===== config.mk =====
export PLATFORM = sky130hd
export DESIGN_NAME = control_rx_network_bridge_mp
export DESIGN_NICKNAME = d
export VERILOG_FILES = /design/src/rtl/control_rx_network_bridge_mp_pkg.sv /design/src/rtl/control_rx_bridge_fifo.sv /design/src/rtl/control_rx_network_bridge_mp.sv
export SDC_FILE = /design/constraint.sdc
export NUM_CORES = 1
export LEC_CHECK = 0
export BUFFER_PORTS_ARGS = -buffer_cell sky130_fd_sc_hd__buf_2
export CAP_MARGIN = 20
export CORE_MARGIN = 4
export CORE_UTILIZATION = 55
export CTS_BUF_LIST = sky130_fd_sc_hd__clkbuf_2
export DETAILED_ROUTE_END_ITERATION = 10
export PLACE_DENSITY_LB_ADDON = 0.3
export SYNTH_ARGS = -nofsm -noshare
export SYNTH_HDL_FRONTEND = slang
export SYNTH_SLANG_ARGS = --single-unit
export TNS_END_PERCENT = 1

===== constraint.sdc =====
create_clock -name i_clk -period 17.41 [get_ports i_clk]
set_input_delay 1.741 -clock i_clk [delete_from_list [all_inputs] [get_ports i_clk]]
set_output_delay 1.741 -clock i_clk [all_outputs]
set_load 0.05 [all_outputs]

===== src/rtl/control_rx_network_bridge_mp_pkg.sv =====
// Shared control API definitions for the receive-side network-to-control bridge:
// stream/field geometry, FSM encoding, tuser packing and port-slot layout.
package control_rx_network_bridge_mp_pkg;

  localparam int unsigned IP_PORT_WIDTH        = 16;
  localparam int unsigned IP_ADDR_WIDTH        = 32;
  localparam int unsigned DATA_WIDTH           = 64;
  localparam int unsigned KEEP_WIDTH           = DATA_WIDTH / 8;
  localparam int unsigned TID_WIDTH            = 8;
  localparam int unsigned TDEST_WIDTH          = 8;
  localparam int unsigned SENDER_TID_OFFSET    = 0;
  localparam int unsigned TID_OFFSET           = 8;
  localparam int unsigned LAN_HDR_TID_OFFSET   = 0;
  localparam int unsigned LAN_HDR_TDEST_OFFSET = 8;
  localparam int unsigned IN_TUSER_WIDTH       = IP_PORT_WIDTH + IP_ADDR_WIDTH;
  localparam int unsigned OUT_TUSER_WIDTH      = 2 * IP_PORT_WIDTH + IP_ADDR_WIDTH;
  localparam int unsigned MAX_CTRL_PORTS       = 4;

  typedef enum logic [1:0] {StIdle, StLanPayload, StForward, StDrop} bridge_state_e;

  typedef struct packed {
    logic [DATA_WIDTH-1:0]      tdata;
    logic [KEEP_WIDTH-1:0]      tkeep;
    logic [TID_WIDTH-1:0]       tid;
    logic [TDEST_WIDTH-1:0]     tdest;
    logic [OUT_TUSER_WIDTH-1:0] tuser;
    logic                       tlast;
  } ctrl_beat_t;

  // Output tuser = {src port, destination port, src IP}.
  function automatic logic [OUT_TUSER_WIDTH-1:0] pack_tuser(
    input logic [IN_TUSER_WIDTH-1:0] in_tuser,
    input logic [IP_PORT_WIDTH-1:0]  dest
  );
    return {in_tuser[IN_TUSER_WIDTH-1 -: IP_PORT_WIDTH], dest, in_tuser[IP_ADDR_WIDTH-1:0]};
  endfunction

  // Port slot i occupies bits [i*IP_PORT_WIDTH +: IP_PORT_WIDTH].
  function automatic logic [IP_PORT_WIDTH-1:0] port_slot(
    input logic [MAX_CTRL_PORTS*IP_PORT_WIDTH-1:0] ports,
    input int unsigned                             idx
  );
    return ports[idx*IP_PORT_WIDTH +: IP_PORT_WIDTH];
  endfunction

endpackage


===== src/rtl/control_rx_bridge_fifo.sv =====
// Synchronous show-ahead FIFO; output reads as zero while empty.
module control_rx_bridge_fifo #(
  parameter int unsigned WIDTH = 8,
  parameter int unsigned DEPTH = 8
) (
  input  logic             clk,
  input  logic             rst_n,
  input  logic             push,
  input  logic [WIDTH-1:0] din,
  input  logic             pop,
  output logic [WIDTH-1:0] dout,
  output logic             full,
  output logic             empty
);

  localparam int unsigned AW = $clog2(DEPTH);

  logic [WIDTH-1:0] mem [DEPTH];
  logic [AW-1:0]    wr_ptr_q, rd_ptr_q;
  logic [AW:0]      count_q;
  logic             do_push, do_pop;

  assign do_pop  = pop && !empty;
  // A push into a full FIFO is legal only when a pop frees the slot in the same cycle.
  assign do_push = push && (!full || do_pop);

  always_ff @(posedge clk or negedge rst_n) begin
    if (!rst_n) begin
      wr_ptr_q <= '0;
      rd_ptr_q <= '0;
      count_q  <= '0;
    end else begin
      if (do_push) wr_ptr_q <= wr_ptr_q + AW'(1);
      if (do_pop)  rd_ptr_q <= rd_ptr_q + AW'(1);
      count_q <= count_q + (AW+1)'(do_push) - (AW+1)'(do_pop);
    end
  end

  always_ff @(posedge clk) begin
    if (do_push) mem[wr_ptr_q] <= din;
  end

  assign full  = (count_q == (AW+1)'(DEPTH));
  assign empty = (count_q == '0);
  assign dout  = empty ? '0 : mem[rd_ptr_q];

endmodule


===== src/rtl/control_rx_network_bridge_mp.sv =====
// Steers received packets addressed to a control port into the control stream, wraps other
// traffic via its LAN header or drops it, and counts dropped packets.
module control_rx_network_bridge_mp
  import control_rx_network_bridge_mp_pkg::*;
#(
  parameter int unsigned NUM_CTRL_PORTS = 2,
  parameter int unsigned FIFO_DEPTH     = 8,
  parameter int unsigned LAN_HDR_EN     = 1,
  parameter int unsigned DROP_CNT_WIDTH = 16
) (
  input  logic                                    i_clk,
  input  logic                                    i_ap_rst_n,
  input  logic [NUM_CTRL_PORTS*IP_PORT_WIDTH-1:0] i_CTRL_KIP_port_numbers,
  input  logic                                    from_receptionist_tvalid,
  output logic                                    from_receptionist_tready,
  input  logic [DATA_WIDTH-1:0]                   from_receptionist_tdata,
  input  logic [KEEP_WIDTH-1:0]                   from_receptionist_tkeep,
  input  logic [IP_PORT_WIDTH-1:0]                from_receptionist_tdest,
  input  logic [IN_TUSER_WIDTH-1:0]               from_receptionist_tuser,
  input  logic                                    from_receptionist_tlast,
  output logic                                    to_ctrl_tvalid,
  input  logic                                    to_ctrl_tready,
  output logic [DATA_WIDTH-1:0]                   to_ctrl_tdata,
  output logic [KEEP_WIDTH-1:0]                   to_ctrl_tkeep,
  output logic [TID_WIDTH-1:0]                    to_ctrl_tid,
  output logic [TDEST_WIDTH-1:0]                  to_ctrl_tdest,
  output logic [OUT_TUSER_WIDTH-1:0]              to_ctrl_tuser,
  output logic                                    to_ctrl_tlast,
  output logic [DROP_CNT_WIDTH-1:0]               o_drop_count
);

  bridge_state_e                         state_q, state_d;
  logic [MAX_CTRL_PORTS*IP_PORT_WIDTH-1:0] ports_ext;
  logic                                  match, accept, push, drop_inc, latch_en;
  logic                                  fifo_full, fifo_empty;
  ctrl_beat_t                            wr_beat, rd_beat;
  logic [TID_WIDTH-1:0]                  meta_tid_q, lat_tid;
  logic [TDEST_WIDTH-1:0]                meta_tdest_q, lat_tdest;
  logic [OUT_TUSER_WIDTH-1:0]            meta_tuser_q, lat_tuser;
  logic [DROP_CNT_WIDTH-1:0]             drop_count_q;

  always_comb begin
    ports_ext = '0;
    ports_ext[NUM_CTRL_PORTS*IP_PORT_WIDTH-1:0] = i_CTRL_KIP_port_numbers;
    match = 1'b0;
    for (int unsigned i = 0; i < NUM_CTRL_PORTS; i++) begin
      if (port_slot(ports_ext, i) != '0 && port_slot(ports_ext, i) == from_receptionist_tdest) begin
        match = 1'b1;
      end
    end
  end

  assign accept = from_receptionist_tvalid && from_receptionist_tready;

  always_ff @(posedge i_clk or negedge i_ap_rst_n) begin
    if (!i_ap_rst_n) state_q <= StIdle;
    else             state_q <= state_d;
  end

  always_comb begin
    state_d = state_q;
    if (accept) begin
      unique case (state_q)
        StIdle: begin
          if (from_receptionist_tlast) state_d = StIdle;
          else if (match)              state_d = StForward;
          else if (LAN_HDR_EN != 0)    state_d = StLanPayload;
          else                         state_d = StDrop;
        end
        StLanPayload: state_d = from_receptionist_tlast ? StIdle : StForward;
        StForward:    if (from_receptionist_tlast) state_d = StIdle;
        StDrop:       if (from_receptionist_tlast) state_d = StIdle;
      endcase
    end
  end

  always_comb begin
    from_receptionist_tready = !fifo_full;
    push          = 1'b0;
    drop_inc      = 1'b0;
    latch_en      = 1'b0;
    wr_beat.tdata = from_receptionist_tdata;
    wr_beat.tkeep = from_receptionist_tkeep;
    wr_beat.tlast = from_receptionist_tlast;
    wr_beat.tid   = meta_tid_q;
    wr_beat.tdest = meta_tdest_q;
    wr_beat.tuser = meta_tuser_q;
    lat_tid       = meta_tid_q;
    lat_tdest     = meta_tdest_q;
    lat_tuser     = meta_tuser_q;
    unique case (state_q)
      StIdle: begin
        if (match) begin
          push          = from_receptionist_tvalid && !fifo_full;
          wr_beat.tid   = from_receptionist_tdata[SENDER_TID_OFFSET +: TID_WIDTH];
          wr_beat.tdest = from_receptionist_tdata[TID_OFFSET +: TDEST_WIDTH];
          wr_beat.tuser = pack_tuser(from_receptionist_tuser, from_receptionist_tdest);
          latch_en      = push;
          lat_tid       = wr_beat.tid;
          lat_tdest     = wr_beat.tdest;
          lat_tuser     = wr_beat.tuser;
        end else begin
          from_receptionist_tready = 1'b1;
          drop_inc = from_receptionist_tvalid && from_receptionist_tlast;
          if (LAN_HDR_EN != 0) begin
            latch_en  = from_receptionist_tvalid;
            lat_tid   = from_receptionist_tdata[LAN_HDR_TID_OFFSET +: TID_WIDTH];
            lat_tdest = from_receptionist_tdata[LAN_HDR_TDEST_OFFSET +: TDEST_WIDTH];
          end
        end
      end
      StLanPayload: begin
        push          = from_receptionist_tvalid && !fifo_full;
        wr_beat.tuser = pack_tuser(from_receptionist_tuser, from_receptionist_tdest);
        latch_en      = push;
        lat_tuser     = wr_beat.tuser;
      end
      StForward: push = from_receptionist_tvalid && !fifo_full;
      StDrop: begin
        from_receptionist_tready = 1'b1;
        drop_inc = from_receptionist_tvalid && from_receptionist_tlast;
      end
    endcase
  end

  always_ff @(posedge i_clk or negedge i_ap_rst_n) begin
    if (!i_ap_rst_n) begin
      meta_tid_q   <= '0;
      meta_tdest_q <= '0;
      meta_tuser_q <= '0;
      drop_count_q <= '0;
    end else begin
      if (latch_en) begin
        meta_tid_q   <= lat_tid;
        meta_tdest_q <= lat_tdest;
        meta_tuser_q <= lat_tuser;
      end
      if (drop_inc && drop_count_q != '1) drop_count_q <= drop_count_q + DROP_CNT_WIDTH'(1);
    end
  end

  control_rx_bridge_fifo #(
    .WIDTH ($bits(ctrl_beat_t)),
    .DEPTH (FIFO_DEPTH)
  ) u_fifo (
    .clk   (i_clk),
    .rst_n (i_ap_rst_n),
    .push  (push),
    .din   (wr_beat),
    .pop   (to_ctrl_tready),
    .dout  (rd_beat),
    .full  (fifo_full),
    .empty (fifo_empty)
  );

  assign to_ctrl_tvalid = !fifo_empty;
  assign to_ctrl_tdata  = rd_beat.tdata;
  assign to_ctrl_tkeep  = rd_beat.tkeep;
  assign to_ctrl_tid    = rd_beat.tid;
  assign to_ctrl_tdest  = rd_beat.tdest;
  assign to_ctrl_tuser  = rd_beat.tuser;
  assign to_ctrl_tlast  = rd_beat.tlast;
  assign o_drop_count   = drop_count_q;

endmodule


# Word-level counts from Yosys, hierarchy flattened
# Memory sizes are Yosys's and may differ from the RTL's.
# Cells that the tools add are included.
# W data, S select, Z words.
[word_totals]
ff_bits = 108
memories = 1
elab_cells = 67
out_inout_bits = 171
mem_bits_rw = 1224
in_bits = 173
[mem_list]
columns = ["name", "words", "word_bits", "read_ports", "rd_clocked_by_memory_dff", "wr", "line_no", "rtl"]
rows = [
  ["u_fifo.mem", 8, 153, 1, 0, 1, "control_rx_bridge_fifo.sv:18", "logic [WIDTH-1:0] mem [DEPTH];"],
]
[classes]
n_eq_ne = 9
add_sub_neg = 5
reduce_logical = 21
n_mux = 23
[op_table]
columns = ["op", "count"]
rows = [
  ["$pmux W64 S2", 2],
  ["$mux W153", 1],
  ["$mux W80", 1],
  ["$mux W64", 1],
  ["$eq A16 B16 Y1", 2],
  ["$reduce_bool A16 Y1", 2],
  ["$add A16 B1 Y16 const B", 1],
  ["$mux W16", 1],
  ["$ne A16 B16 Y1 const B", 1],
  ["$logic_and A1 B1 Y1", 8],
  ["$mux W1", 8],
  ["$mux W2", 4],
  ["$pmux W1 S2", 4],
  ["$add A3 B1 Y3 const B", 2],
  ["$pmux W2 S3", 1],
  ["$add A4 B1 Y4", 1],
  ["$eq A2 B2 Y1 const B", 2],
  ["$eq A4 B4 Y1 const B", 1],
  ["$logic_not A4 Y1", 1],
  ["$reduce_and A2 Y1", 2],
  ["$reduce_or A2 Y1", 2],
  ["$sub A4 B1 Y4", 1],
  ["$reduce_and A3 Y1", 1],
  ["$eq A2 B1 Y1 const B", 1],
  ["other kinds (6)", 7],
]

# Longest topological paths before layout
# Gate-level depths: netlist (run 1).
[depth]
word_depth = 9
depth_mapped = 13

# Hierarchy
# A second synthesis (run 1) with hierarchy kept.
[unflattened]
cells_unflattened = 2282
area_unflattened_um2 = 51519.4
[modules_own_cells]
columns = ["module", "area_per_inst_um2", "cells_each", "instances", "seq_area_each_um2"]
rows = [
  ["control_rx_bridge_fifo", 46168.0, 1844, 1, 37005.5],
  ["control_rx_network_bridge_mp", 5351.4, 438, 1, 2452.4],
]

# Worst setup path before layout (run 1)
# Ideal clock, no wire load.
[synth_path]
path_kind = "input to register"
startpoint = "input i_CTRL_KIP_port_numbers[10]"
endpoint = "memory u_fifo.mem[0][0] (netlist name), enable pin"
t_arrival_ps = 17553
setup_time_ps = 1040
path_slack_ps = -1183
path_buffers = 1
cell_stages = 8
t_required_ps = 16370
path_cell_list = "xor2_1 > nor4_1 > nand3_1 > o22ai_2 > a21oi_1 > or3_1 > buf_4 > nor4_1"
[synth_between]
elab_chain_cells = 9
word_cells_on_any_way = 10
[synth_rtl]
columns = ["element", "line_no", "rtl"]
rows = [
  ["from (decl)", "control_rx_network_bridge_mp.sv:13", "input logic [NUM_CTRL_PORTS*IP_PORT_WIDTH-1:0] i_CTRL_KIP_port_numbers,"],
  ["$eq A16 B16 Y1 or $reduce_bool A16 Y1 (tied branches)", "control_rx_network_bridge_mp.sv:47", "if (port_slot(ports_ext, i) != '0 && port_slot(ports_ext, i) == from_receptionist_tdest) begin"],
  ["$logic_and A1 B1 Y1 *", "control_rx_network_bridge_mp.sv:47", ""],
  ["$mux W1 * (2 in a row)", "control_rx_network_bridge_mp.sv:47", ""],
  ["$mux W1 *", "control_rx_network_bridge_mp.sv:93", "if (match) begin"],
  ["$pmux W1 S2 *", "control_rx_network_bridge_mp.sv:91", "unique case (state_q)"],
  ["$logic_and A1 B1 Y1 *", "control_rx_bridge_fifo.sv:25", "assign do_push = push && (!full || do_pop);"],
  ["$mux W1 *", "control_rx_bridge_fifo.sv:40", "if (do_push) mem[wr_ptr_q] <= din;"],
  ["$mux W1 (not written as such) *", "control_rx_bridge_fifo.sv:40", ""],
  ["to (decl)", "control_rx_bridge_fifo.sv:18", ""],
]
# Every way passes the cells marked *; elsewhere a longest branch is shown, timed or not.

# Worst setup path after layout (run 1)
[layout_path]
startpoint = "register u_fifo.rd_ptr_q[0]"
endpoint = "output to_ctrl_tuser[18]"
[layout_between]
elab_chain_cells = 2
[layout_rtl]
columns = ["element", "line_no", "rtl"]
rows = [
  ["from (decl)", "control_rx_bridge_fifo.sv:19", "logic [AW-1:0] wr_ptr_q, rd_ptr_q;"],
  ["from (signal assigned)", "control_rx_bridge_fifo.sv:34", "if (do_pop) rd_ptr_q <= rd_ptr_q + AW'(1);"],
  ["$mem_v2 Z8 W153", "n/a", ""],
  ["$mux W153", "control_rx_bridge_fifo.sv:45", "assign dout = empty ? '0 : mem[rd_ptr_q];"],
  ["to (decl)", "control_rx_network_bridge_mp.sv:27", "output logic [OUT_TUSER_WIDTH-1:0] to_ctrl_tuser,"],
]
# Every way passes these cells.

==> results of run 1 <==
[worst paths after layout]
path	end	slack, ps
setup / recovery	to_ctrl_tuser[18]	10060
hold / removal	meta_tuser_q[28]	280
setup reg to reg	u_fifo.mem[1][121]	13020
hold reg to reg	meta_tuser_q[6]	490
max in group asynchronous	meta_tdest_q[4]	15720
min in group i_clk	u_fifo.mem[7][131]	430
[worst max-delay path: stages (launching register included)]
cell and delay [ps]:
dfrtp_4 970, buf_4 890, buf_4 890, mux4_2 590
mux2i_1 180, nor2_1 170, buf_2 310
[per-stage QoR]
step / util, % / power (mW) / std cells / hold WS, ps / setup WS [ps]
CTS: 62.2 / 10.6 / 4502 / 62.9 / 9720
finish: 62.3 / 10.5 / 4516 / 284 / 10060
floorplan: - / 7.49 / 2419 / 459 / 3020
global placement: 59.0 / 8.50 / 3917 / 469 / 11060
global route: 62.3 / 11.1 / 4512 / 123 / 9380
detailed placement: 59.0 / 8.59 / 3919 / 478 / 10940
[routing by layer]
metal	global-route usage [%]	up-vias	wire (um)
met3	7.22	171	9560
met2	38.1	1049	57200
met1	30.3	13800	44800
met4	6.60	16	1920
met5	0	-	107
li1	-	11400	-
[flip-flops by register name (all words and copies together) (netlist names)]
name	count
meta_tuser_q	64
u_fifo.wr_ptr_q	3
u_fifo.mem	1224
u_fifo.rd_ptr_q	3
meta_tid_q	8
state_q	2
meta_tdest_q	8
u_fifo.count_q	4
o_drop_count	16
[placed cells by master (no fill, tap or decap), types with 4 or more instances in the layout]
| cell type | Yosys | layout |
|---|---|---|
| bufinv_16 | 0 | 6 |
| buf_12 | 0 | 10 |
| nand3_1 | 12 | 12 |
| inv_2 | 0 | 5 |
| xor2_1 | 36 | 36 |
| nor2_1 | 158 | 156 |
| clkbuf_2 | 0 | 504 |
| buf_2 | 32 | 342 |
| buf_4 | 1 | 28 |
| mux4_2 | 306 | 306 |
| a22o_1 | 64 | 64 |
| clkinv_1 | 0 | 57 |
| a21oi_1 | 4 | 4 |
| diode_2 | 0 | 10 |
| dfrtp_1 | 108 | 105 |
| nor4_1 | 17 | 16 |
| ha_1 | 13 | 13 |
| edfxtp_1 | 1224 | 1224 |
| mux2_2 | 93 | 93 |
| nand4_1 | 6 | 6 |
| clkinv_2 | 0 | 9 |
| nand2_1 | 14 | 14 |
| inv_1 | 12 | 12 |
| and3_1 | 14 | 14 |
| mux2i_1 | 154 | 153 |
| mux2_1 | 6 | 6 |
| xnor2_1 | 17 | 17 |
[kinds of logic (layout without fill, tap and decap cells)]
family          Yosys count  after routing  synth area share [%]
simple gates            238            238                  2.08
other cells               0             10                     0
fa+ha+maj                14             14                 0.351
xor+xnor                 53             53                 0.892
flops                  1332           1332                  75.8
compound gates           77             77                  1.27
buf+inv                 146            979                  1.24
mux                     559            559                  18.3
[area by class of cell]
type / instances / area, um2
timing repair buffer: 384 / 2220
clock inverter: 79 / 474
sequential: 1332 / 39500
inverter: 12 / 45.0
clock buffer: 504 / 2520
antenna: 10 / 25.0
tap: 1254 / 1570
fill: 6672 / 35300
multi-input combinational: 941 / 12000
[power groups by stage]
| stage | Combinational (mW) | Clock [mW] | Sequential (mW) |
|---|---|---|---|
| global route | 4.42 | 2.29 | 4.35 |
| CTS | 4.21 | 2.10 | 4.32 |
| finish | 4.17 | 2.04 | 4.31 |
| detailed placement | 4.20 | 0 | 4.39 |
| global placement | 4.14 | 0 | 4.36 |
| floorplan | 3.17 | 0 | 4.32 |
==> flow_metrics.env, run 1 <==
export IMPL_clock_power_share_pct=19.4
export IMPL_fin_setup_tns_ps=0
export IMPL_design_area_mm2=0.0584
export IMPL_p_seq_share_pct=41.0
export IMPL_die_h_um=316
export IMPL_cp_data_required_time_ps=15670
export IMPL_dr_pass1_iters=7
export IMPL_dpl_cell_area_mm2=0.0552
export IMPL_p_int_mw=6.34
export IMPL_p_sw_mw=4.18
export IMPL_synth_edf_count=1224
export IMPL_critPathKind="flop to output pin"
export IMPL_rsz0062_at_grt="false"
export IMPL_grt_pass1_vias=28300
export IMPL_synth_cell_types=41
export IMPL_min_period_ps=7350
export IMPL_ys_async_sr_fraction_pct=8.11
export IMPL_cts_buffers=341
export IMPL_switching_share_pct=39.7
export IMPL_hp_class="input port to asynchronous set/reset pin"
export IMPL_ctsHoldBuffers=0
export IMPL_synth_top_area_cell="edfxtp_1"
export IMPL_slew_headroom_pct=23.1
export IMPL_grt_pass1_wl_um=171000
export IMPL_clock_sinks=1332
export IMPL_worstMarginPinSlew_ps=1150
export IMPL_setup_viol=0
export IMPL_die_area_mm2=0.0996
export IMPL_final_nets=3199
export IMPL_core_area_mm2=0.0936
export IMPL_clk_latency_ps=1580
export IMPL_clk_pin_slew_ps=110
export IMPL_cts_htree_levels=5
export IMPL_viasPerCell=5.85
export IMPL_syn_area_mm2=0.0520
export IMPL_area_growth_synth_to_final_pct=12.1
export IMPL_outcome="finished, final reports clean"
export IMPL_gr_total_overflow=0
export IMPL_gp_congestion=0.882
export IMPL_max_freq_mhz=136
export IMPL_ioPinCount=344
export IMPL_cts_tree="built"
export IMPL_dp_hpwl_um=61200
export IMPL_wirelength_um=114000
export IMPL_reg2regPathDepth=7
export IMPL_cts_resized_gates=0
export IMPL_grt_use_total_pct=23.2
export IMPL_synth_flop_cell="edfxtp_1"
export IMPL_num_rows=112
export IMPL_syn_inst=2419
export IMPL_r2r_start="state_q[1]"
export IMPL_critPathLaunch="u_fifo.rd_ptr_q[0]"
export IMPL_cap_viol_max_count=0
export IMPL_cts_buffer_depth=4
export IMPL_cp_end_kind="output pin"
export IMPL_ys_seq_elements=1332
export IMPL_num_vias=26400
export IMPL_synth_warnings=0
export IMPL_die_w_um=316
export IMPL_vdd_drop_max_mv=0.238
export IMPL_avgSynthCellArea_um2=21.5
export IMPL_start_util_pct=55.6
export IMPL_arrival_ps=5610
export IMPL_ant_nets=0
export IMPL_finClkSkew_ps=136
export IMPL_min_period_over_period_pct=42.2
export IMPL_synth_common_cells="edfxtp_1, mux4_2, nor2_1, mux2i_1, dfrtp_1"
export IMPL_ys_top_cells_by_area="edfxtp_1, mux4_2, dfrtp_1"
export IMPL_post_cts_buffers=0
export IMPL_path_max_fanout=49
export IMPL_yosysMostFrequentCell="edfxtp_1"
export IMPL_layout_drive_gt1_share_pct=40.8
export IMPL_cp_start_kind="flop"
export IMPL_dr_first_iter_drc_count=2290
export IMPL_grt_max_degree=178
export IMPL_report_final_hold_viol_count=0
export IMPL_p_leak_nw=20.8
export IMPL_root_buffer="clkbuf_2"
export IMPL_slew_viol_final=0
export IMPL_synth_nets=2606
export IMPL_seq_area_frac_synth_pct=75.8
export IMPL_p_comb_share_pct=39.7
export IMPL_antenna_found_initial=20
export IMPL_drcViolationCount=0
export IMPL_port_buffers=343
export IMPL_synth_top_area_share_pct=70.6
export IMPL_powerDensity_mw_per_mm2=180
export IMPL_wl_per_cell_um=25.2
Note: power is estimated with default switching activity, not from simulation.
==> run 2, diff against run 1 <==
Settings changed: ABC_AREA set to 1.
Clock period 17.41 ns to 6.14 ns, I/O delays scaled along.
==> run 2 against run 1 <==
Effect of this change:
- sequential cell count is the same
- sequential share of layout area shrank 4.6 points
- clock power grew to 2.8 times the previous value
- via count grew 43%
- largest power group is now combinational logic
- highest routed layer unchanged
==> flow_metrics.env, run 2 <==
export IMPL_outcome="finished, final reports clean"
export IMPL_area_growth_synth_to_final_pct=16.5
export IMPL_ys_async_sr_fraction_pct=8.11
export IMPL_slew_viol_final=0
export IMPL_grt_pass1_vias=37200
export IMPL_gp_congestion=0.824
export IMPL_cp_data_required_time_ps=5530
export IMPL_setup_viol=0
export IMPL_synth_warnings=0
export IMPL_clock_sinks=1332
export IMPL_largest_register_ffs=1224
export IMPL_r2r_slack_ps=2320
export IMPL_ys_seq_elements=1332
export IMPL_num_vias=37900
export IMPL_path_max_fanout=4
export IMPL_postLayoutCoreUtil_pct=64.6
export IMPL_gr_total_overflow=0
export IMPL_wirelength_um=135000
export IMPL_die_w_um=320
export IMPL_synth_nets=4621
export IMPL_viasPerCell=5.64
export IMPL_grt_pass1_wl_um=209000
export IMPL_die_area_mm2=0.103
export IMPL_finalWorstSetupSlack_ps=296
export IMPL_cts_buffers=338
export IMPL_num_rows=114
export IMPL_regArea_mm2=0.0395
export IMPL_grt_max_degree=198
export IMPL_cp_end_kind="output pin"
export IMPL_fin_setup_tns_ps=0
export IMPL_cts_htree_levels=5
export IMPL_start_util_pct=55.5
export IMPL_hold_start="from_receptionist_tuser[19]"
export IMPL_wl_per_cell_um=20.1
export IMPL_cap_viol_max_count=0
export IMPL_layout_drive_gt1_share_pct=17.9
export IMPL_worstMarginPinSlew_ps=1140
export IMPL_root_buffer="clkbuf_2"
export IMPL_cpMostUsedCell="dlygate4sd3_1"
export IMPL_largest_register="u_fifo.mem"
export IMPL_place_inst=5808
export IMPL_min_to="u_fifo.mem[4][20]"
export IMPL_vdd_drop_max_mv=0.685
export IMPL_ys_top_cells_by_area="edfxtp_1, o21ai_0, nor2_1"
export IMPL_post_cts_buffers=0
export IMPL_synth_flop_cell="edfxtp_1"
export IMPL_place_ws_ps=1900
export IMPL_mostFrequentLayoutCell="edfxtp_1"
export IMPL_port_buffers=343
export IMPL_rsz0062_at_grt="false"
export IMPL_hp_class="input port to flop"
export IMPL_layout_common_cells="edfxtp_1, nor2_1, o21ai_0, clkbuf_2, nand2_1"
export IMPL_cts_buffer_depth=4
export IMPL_synth_common_cells="edfxtp_1, nor2_1, o21ai_0, nand2_1, clkbuf_1"
export IMPL_ioPinCount=344
export IMPL_drcViolationCount=0
export IMPL_avgSynthCellArea_um2=12.1
export IMPL_core_area_mm2=0.0969
export IMPL_dp_hpwl_um=67500
export IMPL_cpPeakStageDelay_ps=590
export IMPL_dr_first_iter_drc_count=3556
export IMPL_syn_area_mm2=0.0537
export IMPL_yosysMostFrequentCell="edfxtp_1"
export IMPL_whs_path_depth=4
export IMPL_synth_top_area_share_pct=68.4
export IMPL_slew_headroom_pct=23.3
export IMPL_synth_cell_types=31
export IMPL_syn_inst=4434
export IMPL_cp_cell_sequence="dlygate4sd3_1 > buf_2 > nor2_1 > dlygate4sd3_1 > nand2_1 > dlygate4sd3_1 > nor2_1 > dlygate4sd3_1 > nand2_1 > dlygate4sd3_1 > nand3_1 > dlygate4sd3_1 > nand3_2 > nand2_1 > nand2_1 > nand2_1 > buf_2"
export IMPL_die_h_um=320
export IMPL_power_total_mw=32.6
export IMPL_synth_edf_count=1224
export IMPL_cts_tree="built"
export IMPL_ant_nets=0
export IMPL_clk_latency_ps=1550
export IMPL_min_period_over_period_pct=95.2
export IMPL_n_fill_cell=7287
export IMPL_r2r_end="u_fifo.mem[5][31]"
export IMPL_r2r_start="u_fifo.count_q[2]"
export IMPL_multi_input_area_mm2=0.0127
export IMPL_critPathKind="input port to output pin"
export IMPL_synth_top_area_cell="edfxtp_1"
export IMPL_p_leak_nw=23.0
export IMPL_arrival_ps=5230
export IMPL_final_nets=5371
export IMPL_min_period_ps=5840
export IMPL_antenna_found_initial=9
export IMPL_grt_use_total_pct=26.0
export IMPL_clk_pin_slew_ps=100
export IMPL_max_freq_mhz=171
export IMPL_dr_pass1_iters=7
export IMPL_cp_slowest_cell="dlygate4sd3_1"
export IMPL_seq_area_frac_synth_pct=73.5
export IMPL_reg2regPathDepth=8
export IMPL_report_final_hold_viol_count=0
export IMPL_cts_resized_gates=0
export IMPL_finClkSkew_ps=185
export IMPL_final_cells=6714
export IMPL_powerDensity_mw_per_mm2=520
export IMPL_cp_start_kind="input port"
==> run 2: area by class of cell <==
type | count | share of cell area [%]
clock buffer | 501 | 4.01
sequential | 1332 | 63.1
tap | 1276 | 2.55
multi-input combinational | 2715 | 20.3
inverter | 88 | 0.564
antenna | 7 | 0.0280
clock inverter | 86 | 0.710
timing repair buffer | 709 | 8.81
==> run 2: what timing repair did <==
action                                  in CTS  in global routing
endpoints found under the hold margin     1437                  0
endpoints found under the setup margin       0                  0
hold buffers                               311                  0
==> run 2: kinds of logic (layout without fill, tap and decap cells) <==
logic type | Yosys count | count (layout) | share of synthesized area, %
compound gates | 1183 | 1183 | 11.7
xor+xnor | 26 | 26 | 0.424
fa+ha+maj | 14 | 14 | 0.340
buf+inv | 387 | 1384 | 3.10
flops | 1332 | 1332 | 73.5
other cells | 0 | 7 | 0
simple gates | 1492 | 1492 | 10.9
==> run 2: metrics by stage <==
stage	hold WS, ps	area [um2]
finish	197	62600
global route	73.8	62600
CTS	1.10	62600
detailed placement	459	56500
global placement	453	56500
floorplan	318	53700
==> run 2: worst max-delay path by stage <==
stage                           startpoint                        to  slack (ps)  cells past startpoint
6_report        i_CTRL_KIP_port_numbers[3]  from_receptionist_tready         300                     17
2_1_floorplan  i_CTRL_KIP_port_numbers[19]          u_fifo.mem[0][0]       -1950                     13
3_3_place_gp    from_receptionist_tdest[3]         u_fifo.mem[5][12]        1900                     14
3_5_place_dp    from_receptionist_tdest[0]         u_fifo.mem[5][12]        1900                     14
5_1_grt        i_CTRL_KIP_port_numbers[29]  from_receptionist_tready         160                     17
4_1_cts         i_CTRL_KIP_port_numbers[3]  from_receptionist_tready         380                     17
==> run 2: layer usage <==
layer / GRT usage (%) / wire (um) / share of wire, % / up-vias
li1: - / - / - / 17700
met2: 42.8 / 65700 / 49 / 1600
met1: 34.6 / 55300 / 41 / 18400
met3: 6.10 / 11300 / 8.4 / 190
met4: 8.43 / 2580 / 1.9 / 2
met5: 0 / 13 / 0.0096 / -
==> run 2: power breakdown <==
group / switching [mW] / leakage, nW / total, mW / internal (mW)
clock: 3.40 / 2.29 / 5.73 / 2.33
sequential: 0.473 / 12.5 / 12.3 / 11.8
combinational: 11.2 / 8.25 / 14.6 / 3.32
==> run 2: worst max-delay path, delay by kind of cell <==
family                 cells  cell delay, ps
buffers and inverters      8            3770
and+or+nand+nor            9             840
